**config.mk**
```make
export PLATFORM = sky130hd
export DESIGN_NAME = alu_sequencer_flat
export DESIGN_NICKNAME = d
export VERILOG_FILES = /design/src/rtl/alu_sequencer_if.sv /design/src/rtl/alu_sequencer.sv /design/src/flat_wrapper.sv
export SDC_FILE = /design/constraint.sdc
export NUM_CORES = 1
export LEC_CHECK = 0
export CORE_ASPECT_RATIO = 1.75
export CORE_UTILIZATION = 42
export CTS_CLUSTER_DIAMETER = 30
export DETAILED_ROUTE_END_ITERATION = 12
export PLACE_DENSITY_LB_ADDON = 0.15
export SLEW_MARGIN = 10
export SYNTH_ARGS = -nofsm -noshare
export SYNTH_HDL_FRONTEND = slang
export SYNTH_SLANG_ARGS = --single-unit
```
**constraint.sdc**
```tcl
create_clock -name clock -period 5.85 [get_ports clock]
set_input_delay 1.17 -clock clock [delete_from_list [all_inputs] [get_ports clock]]
set_output_delay 1.17 -clock clock [all_outputs]
set_load 0.005 [all_outputs]
```
**src/rtl/alu_sequencer_if.sv**
```systemverilog
// Handshake and ALU-facing signal bundle for the ALU sequencer.
// The sequencer connects through the slave modport. The request source,
// response consumer and ALU connect through the master modport.
interface alu_sequencer_if;
   logic        req_valid;
   logic        req_ready;
   logic [4:0]  req_op;
   logic [31:0] req_a;
   logic [31:0] req_b;
   logic [31:0] YMuxOut;
   logic [31:0] BusMuxOut;
   logic [4:0]  ALUControl;
   logic [63:0] ZMuxIn;
   logic        rsp_valid;
   logic        rsp_ready;
   logic [31:0] rsp_lo;
   logic [31:0] rsp_hi;
   logic        rsp_err;

   modport slave (
      input  req_valid, req_op, req_a, req_b, ZMuxIn, rsp_ready,
      output req_ready, YMuxOut, BusMuxOut, ALUControl,
             rsp_valid, rsp_lo, rsp_hi, rsp_err
   );

   modport master (
      output req_valid, req_op, req_a, req_b, ZMuxIn, rsp_ready,
      input  req_ready, YMuxOut, BusMuxOut, ALUControl,
             rsp_valid, rsp_lo, rsp_hi, rsp_err
   );
endinterface

```
**src/rtl/alu_sequencer.sv**
```systemverilog
// ALU sequencer: takes one opcode plus two operands, presents the operands
// to the ALU, holds ALUControl for a fixed number of cycles, captures the
// 64-bit Z result and returns it over a valid/ready response handshake.
// Every output comes straight from a register, so no request or response
// input reaches an output in the same cycle.
module alu_sequencer #(
   parameter int unsigned EXEC_CYCLES   = 1,
   parameter int unsigned MULDIV_CYCLES = 4
) (
   input logic            clock,
   input logic            clear,
   alu_sequencer_if.slave bus
);

   localparam logic [4:0] OP_NOP = 5'b00000;
   localparam logic [4:0] OP_MUL = 5'b01111;
   localparam logic [4:0] OP_DIV = 5'b10000;

   localparam logic [3:0] EXEC_COUNT   = 4'(EXEC_CYCLES);
   localparam logic [3:0] MULDIV_COUNT = 4'(MULDIV_CYCLES);

   typedef enum logic [2:0] {
      IDLE,
      LOAD_Y,
      EXEC,
      CAPTURE,
      RESP
   } seqState;

   seqState     state;
   logic [4:0]  opReg;
   logic [3:0]  cycleCount;
   logic [31:0] yReg;
   logic [31:0] busReg;
   logic [63:0] zReg;
   logic        errReg;
   logic        reqReadyReg;
   logic        rspValidReg;
   logic [4:0]  aluControlReg;

   logic        reqFire;
   logic        reqReject;

   // Opcodes the ALU implements; anything else is answered with an error.
   function automatic logic isLegal(input logic [4:0] op);
      logic legal;
      legal = 1'b0;
      case (op)
         5'b00011, 5'b00100, 5'b00101, 5'b00110, 5'b00111,
         5'b01000, 5'b01001, 5'b01010, 5'b01011,
         5'b01111, 5'b10000, 5'b10001, 5'b10010: legal = 1'b1;
         default:                                 legal = 1'b0;
      endcase
      return legal;
   endfunction

   function automatic logic isMulDiv(input logic [4:0] op);
      return (op == OP_MUL) || (op == OP_DIV);
   endfunction

   // Request handshake and early rejection, evaluated on the live request.
   assign reqFire   = bus.req_valid && reqReadyReg;
   assign reqReject = !isLegal(bus.req_op) ||
                      ((bus.req_op == OP_DIV) && (bus.req_b == 32'd0));

   // Sequencer FSM; every output is a register written on state transitions.
   // NOTE: sequential state uses non-blocking assignments so every register
   // samples pre-edge values; where two assignments to the same register
   // fire in one branch, the later one wins.
   always_ff @(posedge clock or posedge clear) begin
      if (clear) begin
         state         <= IDLE;
         opReg         <= OP_NOP;
         cycleCount    <= 4'd0;
         yReg          <= 32'd0;
         busReg        <= 32'd0;
         zReg          <= 64'd0;
         errReg        <= 1'b0;
         reqReadyReg   <= 1'b0;
         rspValidReg   <= 1'b0;
         aluControlReg <= OP_NOP;
      end else begin
         case (state)
            IDLE: begin
               // req_ready comes back one cycle after reset is released.
               reqReadyReg <= 1'b1;
               if (reqFire) begin
                  reqReadyReg <= 1'b0;
                  opReg       <= bus.req_op;
                  if (reqReject) begin
                     zReg        <= 64'd0;
                     errReg      <= 1'b1;
                     rspValidReg <= 1'b1;
                     state       <= RESP;
                  end else begin
                     errReg <= 1'b0;
                     yReg   <= bus.req_a;
                     busReg <= bus.req_b;
                     state  <= LOAD_Y;
                  end
               end
            end

            LOAD_Y: begin
               // Operands are already on the ALU inputs; the opcode follows.
               cycleCount    <= isMulDiv(opReg) ? MULDIV_COUNT : EXEC_COUNT;
               aluControlReg <= opReg;
               state         <= EXEC;
            end

            EXEC: begin
               if (cycleCount <= 4'd1) begin
                  state <= CAPTURE;
               end else begin
                  cycleCount <= cycleCount - 4'd1;
               end
            end

            CAPTURE: begin
               zReg          <= bus.ZMuxIn;
               aluControlReg <= OP_NOP;
               rspValidReg   <= 1'b1;
               state         <= RESP;
            end

            RESP: begin
               if (bus.rsp_ready) begin
                  rspValidReg <= 1'b0;
                  reqReadyReg <= 1'b1;
                  state       <= IDLE;
               end
            end

            default: begin
               state         <= IDLE;
               aluControlReg <= OP_NOP;
               rspValidReg   <= 1'b0;
               reqReadyReg   <= 1'b0;
            end
         endcase
      end
   end

   assign bus.req_ready  = reqReadyReg;
   assign bus.YMuxOut    = yReg;
   assign bus.BusMuxOut  = busReg;
   assign bus.ALUControl = aluControlReg;
   assign bus.rsp_valid  = rspValidReg;
   assign bus.rsp_lo     = zReg[31:0];
   assign bus.rsp_hi     = zReg[63:32];
   assign bus.rsp_err    = errReg;

endmodule

```
**src/flat_wrapper.sv**
```systemverilog
// flat-port wrapper written by rule: the top's interface ports become plain ports
module alu_sequencer_flat 
#(
   parameter int unsigned EXEC_CYCLES   = 1,
   parameter int unsigned MULDIV_CYCLES = 4
)
  (clock, clear, bus_req_valid, bus_req_op, bus_req_a, bus_req_b, bus_ZMuxIn, bus_rsp_ready, bus_req_ready, bus_YMuxOut, bus_BusMuxOut, bus_ALUControl, bus_rsp_valid, bus_rsp_lo, bus_rsp_hi, bus_rsp_err);
  alu_sequencer_if bus_i ();
  input logic clock;
  input logic clear;
  input wire logic [$bits(bus_i.req_valid)-1:0] bus_req_valid;
  input wire logic [$bits(bus_i.req_op)-1:0] bus_req_op;
  input wire logic [$bits(bus_i.req_a)-1:0] bus_req_a;
  input wire logic [$bits(bus_i.req_b)-1:0] bus_req_b;
  input wire logic [$bits(bus_i.ZMuxIn)-1:0] bus_ZMuxIn;
  input wire logic [$bits(bus_i.rsp_ready)-1:0] bus_rsp_ready;
  output wire logic [$bits(bus_i.req_ready)-1:0] bus_req_ready;
  output wire logic [$bits(bus_i.YMuxOut)-1:0] bus_YMuxOut;
  output wire logic [$bits(bus_i.BusMuxOut)-1:0] bus_BusMuxOut;
  output wire logic [$bits(bus_i.ALUControl)-1:0] bus_ALUControl;
  output wire logic [$bits(bus_i.rsp_valid)-1:0] bus_rsp_valid;
  output wire logic [$bits(bus_i.rsp_lo)-1:0] bus_rsp_lo;
  output wire logic [$bits(bus_i.rsp_hi)-1:0] bus_rsp_hi;
  output wire logic [$bits(bus_i.rsp_err)-1:0] bus_rsp_err;
  assign bus_i.req_valid = bus_req_valid;
  assign bus_i.req_op = bus_req_op;
  assign bus_i.req_a = bus_req_a;
  assign bus_i.req_b = bus_req_b;
  assign bus_i.ZMuxIn = bus_ZMuxIn;
  assign bus_i.rsp_ready = bus_rsp_ready;
  assign bus_req_ready = bus_i.req_ready;
  assign bus_YMuxOut = bus_i.YMuxOut;
  assign bus_BusMuxOut = bus_i.BusMuxOut;
  assign bus_ALUControl = bus_i.ALUControl;
  assign bus_rsp_valid = bus_i.rsp_valid;
  assign bus_rsp_lo = bus_i.rsp_lo;
  assign bus_rsp_hi = bus_i.rsp_hi;
  assign bus_rsp_err = bus_i.rsp_err;
  alu_sequencer #(.EXEC_CYCLES(EXEC_CYCLES), .MULDIV_CYCLES(MULDIV_CYCLES)) u_core (.clock(clock), .clear(clear), .bus(bus_i));
endmodule
```
==> impl_results.md <==
* Outcome: complete, no violations
* Met3 Usage GRT at 6.304%
* Avg Synthesized Cell Area at 14.94 sq um
* Final RePlAce weighted congestion at 0.8063
* Hold/Removal Path Class: register to register
* Largest net degree at the start of global routing at 116
* Hold_buf cts at 0
* Vias in the first global route at 4741
* Setup tns final at 0 ns
* Register area at 0.003704 sq mm
* Pwr dens at 489.3 mW/mm^2
* Fillcell total at 999
* Vias at 4416
* Synth warn at 0
* Measured slew at the worst slew-check pin at 1.005 ns
* # setup viols final at 0
* Row Count at 57
* Area occupied by multi-input gates at 0.002039 sq mm
* CTS Buffer Depth at 2
* Post-CTS Setup Inserts at 0
* Starting Density at 42.98%
* Tcrit/Tclk final at 61.62%
* Sequential element share of the synthesized area at 62.28%
* Number of nets in the layout at 808
* Die span in y at 159.4 microns
* Critical Path RT at 6.14 ns
* Dpl cells at 827
* RSZ-0062 raised after global routing: false
* PnR worst setup slack at 2.245 ns
* WL final at 16520 microns
* I/O Buffers at 272
* Initial antenna violation count at 0
* Cts bufs inserted at 17
* Critical-path maximum fanout at 34
* Cell taking the most area after synthesis: dfrtp_1
* Commonest non-fill, non-tap cell in the layout: clkdlybuf4s50_1
* Startpoint Class: primary input
* Remaining DRCs at 0
* Pre-CTS setup slack at 1.804 ns
* Cells after Synth at 398
* Global Route met2 Usage at 39.99%
* Wire per inst at 19.28 microns
* Main synth FF type: dfrtp_1
* Mapped Area at 0.005947 sq mm
* Post-synth ARST share at 100.0%
* Post-DP Area at 0.008741 sq mm
* Slew HR at 32.99%
* GRT Total Usage at 22.99%
* Yosys reg bits at 148
* Met1 usage at 26.55%
* Die Area at 0.01466 sq mm
* Detailed Place HPWL at 11660 microns
* Iteration-0 DRC Markers at 175
* Drt via density at 5.153
* Post-route minimum period at 3.605 ns
* Final Cell Area at 0.009384 sq mm
* Grt ovf at 0
* Post-CTS Resized at 0
* Width of the chip at 91.95 microns
* Ranking of synthesized cells by area: dfrtp_1 62%, mux2_4 12%, a22o_1 10%
* Setup CP Type: primary input to register
* First-pass GRT wire length at 25920 microns
* EDFF count, synth at 0
* Yosys top cell area share at 62.28%
* Core area at 0.01384 sq mm
* Max cap viols at 0
* Peak supply drop at 0.2419 mV
* Inserted Diodes at 0
* Tot Pwr at 4.592 mW
* Fin. max-slew vios at 0
* H-tree lvl count at 4
* Most frequent cells in the layout: 272 x clkdlybuf4s50_1, 148 x dfrtp_1, 69 x a22o_1, 49 x mux2_4, 18 x nand2_1
* Clock latency at the later pin of the worst-skew pair at 0.41 ns
* Skew final at 0.01402 ns
* Top Usage Layer GRT: met2
* Final hold violation count at 0
* Initial DRT Pass Iterations at 4
* FMAX at 277.4 MHz
* Yosys cell types at 36
* I/O pin count at 273
* Crit path arrival time at 3.89 ns
* Synth-to-layout area growth at 57.80%
* CTS tree: done
* Final Non-Filler Cells at 857
* CTS sink count at 148
* Final ANT Viol Nets at 0
* Clock-pin slew on the worst setup and hold paths at 0.06 ns
* CTS root buffer: clkbuf_16
* Crit. End Element: register
* Layout cells sized above 1 at 15.59%
* Leak Pwr at 4.089 nW
* Post-Syn Nets at 537
cells in the mapped netlist (5+ instances only):
master      n
dfrtp_1   148
a22o_1     69
mux2_4     49
nand2_1    18
mux2_2     16
nor2_1     12
clkbuf_1   10
nor4_1     10
buf_2       8
o21ai_0     8
buf_12      6
inv_1       5
nand2b_1    5
logic make-up (layout without fill, tap and decap cells):
family	Yosys count	in the layout	synth area share [%]
flip-flops	148	148	62.28
multiplexers	65	65	15.40
XOR/XNOR	1	1	0.1473
buffers and inverters	29	311	3.640
AND/OR/NAND/NOR	61	61	5.512
AO/OA/AOI/OAI	92	92	12.60
adder cells (fa/ha/maj)	2	2	0.4207
critical path: stages:
cell and delay (ns):
clkdlybuf4s50_1 0.54, nand2_1 0.09, nor2b_1 0.37, and3_4 0.74, buf_4 0.55, mux2_2 0.40
registers in the layout, summed over array words and instances (netlist names):
register	cells
u_core.bus.req_ready	1
u_core.state	3
u_core.bus.rsp_err	1
u_core.opReg	5
u_core.cycleCount	4
u_core.bus.BusMuxOut	32
u_core.bus.ALUControl	5
u_core.bus.rsp_valid	1
u_core.bus.YMuxOut	32
u_core.zReg	64
layer usage:
layer | vias up | part of all wire (%)
met5 | - | 0
met4 | 0 | 2.0
met3 | 23 | 7.4
met2 | 198 | 52
met1 | 2182 | 39
li1 | 2013 | -
final timing paths:
path	start	end	slack, ns	cells past startpoint
max	bus_req_valid	u_core.bus.YMuxOut[31]$_DFFE_PP0P_	2.25	6
min	u_core.zReg[58]$_DFFE_PP0P_	u_core.zReg[58]$_DFFE_PP0P_	0.49	1
max reg2reg	u_core.state[0]$_DFFE_PP0P_	u_core.bus.YMuxOut[31]$_DFFE_PP0P_	2.84	5
min reg2reg	u_core.zReg[58]$_DFFE_PP0P_	u_core.zReg[58]$_DFFE_PP0P_	0.49	1
max in group asynchronous	clear	u_core.cycleCount[1]$_DFFE_PP0P_	3.48	3
min in group asynchronous	clear	u_core.bus.BusMuxOut[6]$_DFFE_PP0P_	1.38	2
cell type report:
class	instances	area share [%]
Tap cell	177	2.360
Clock buffer	19	4.720
Clock inverter	11	2.133
Multi-Input combinational cell	221	21.73
Timing Repair Buffer	276	29.33
Inverter	5	0.2533
Sequential cell	148	39.47
through the flow:
step	utilization, %	hold WS [ns]
finish	67.82	0.4941
global route	67.82	0.5085
CTS	67.82	0.5016
detailed placement	63.18	0.4810
global placement	63.18	0.4825
floorplan	-	0.4718
power breakdown:
| part | internal (mW) | total [mW] | switching, mW |
|---|---|---|---|
| Combinational | 1.14 | 1.71 | 0.569 |
| Clock | 0.769 | 1.19 | 0.423 |
| Sequential | 1.42 | 1.69 | 0.266 |
| Total | 3.33 | 4.59 | 1.26 |
Power figures use the tool's default switching activity.
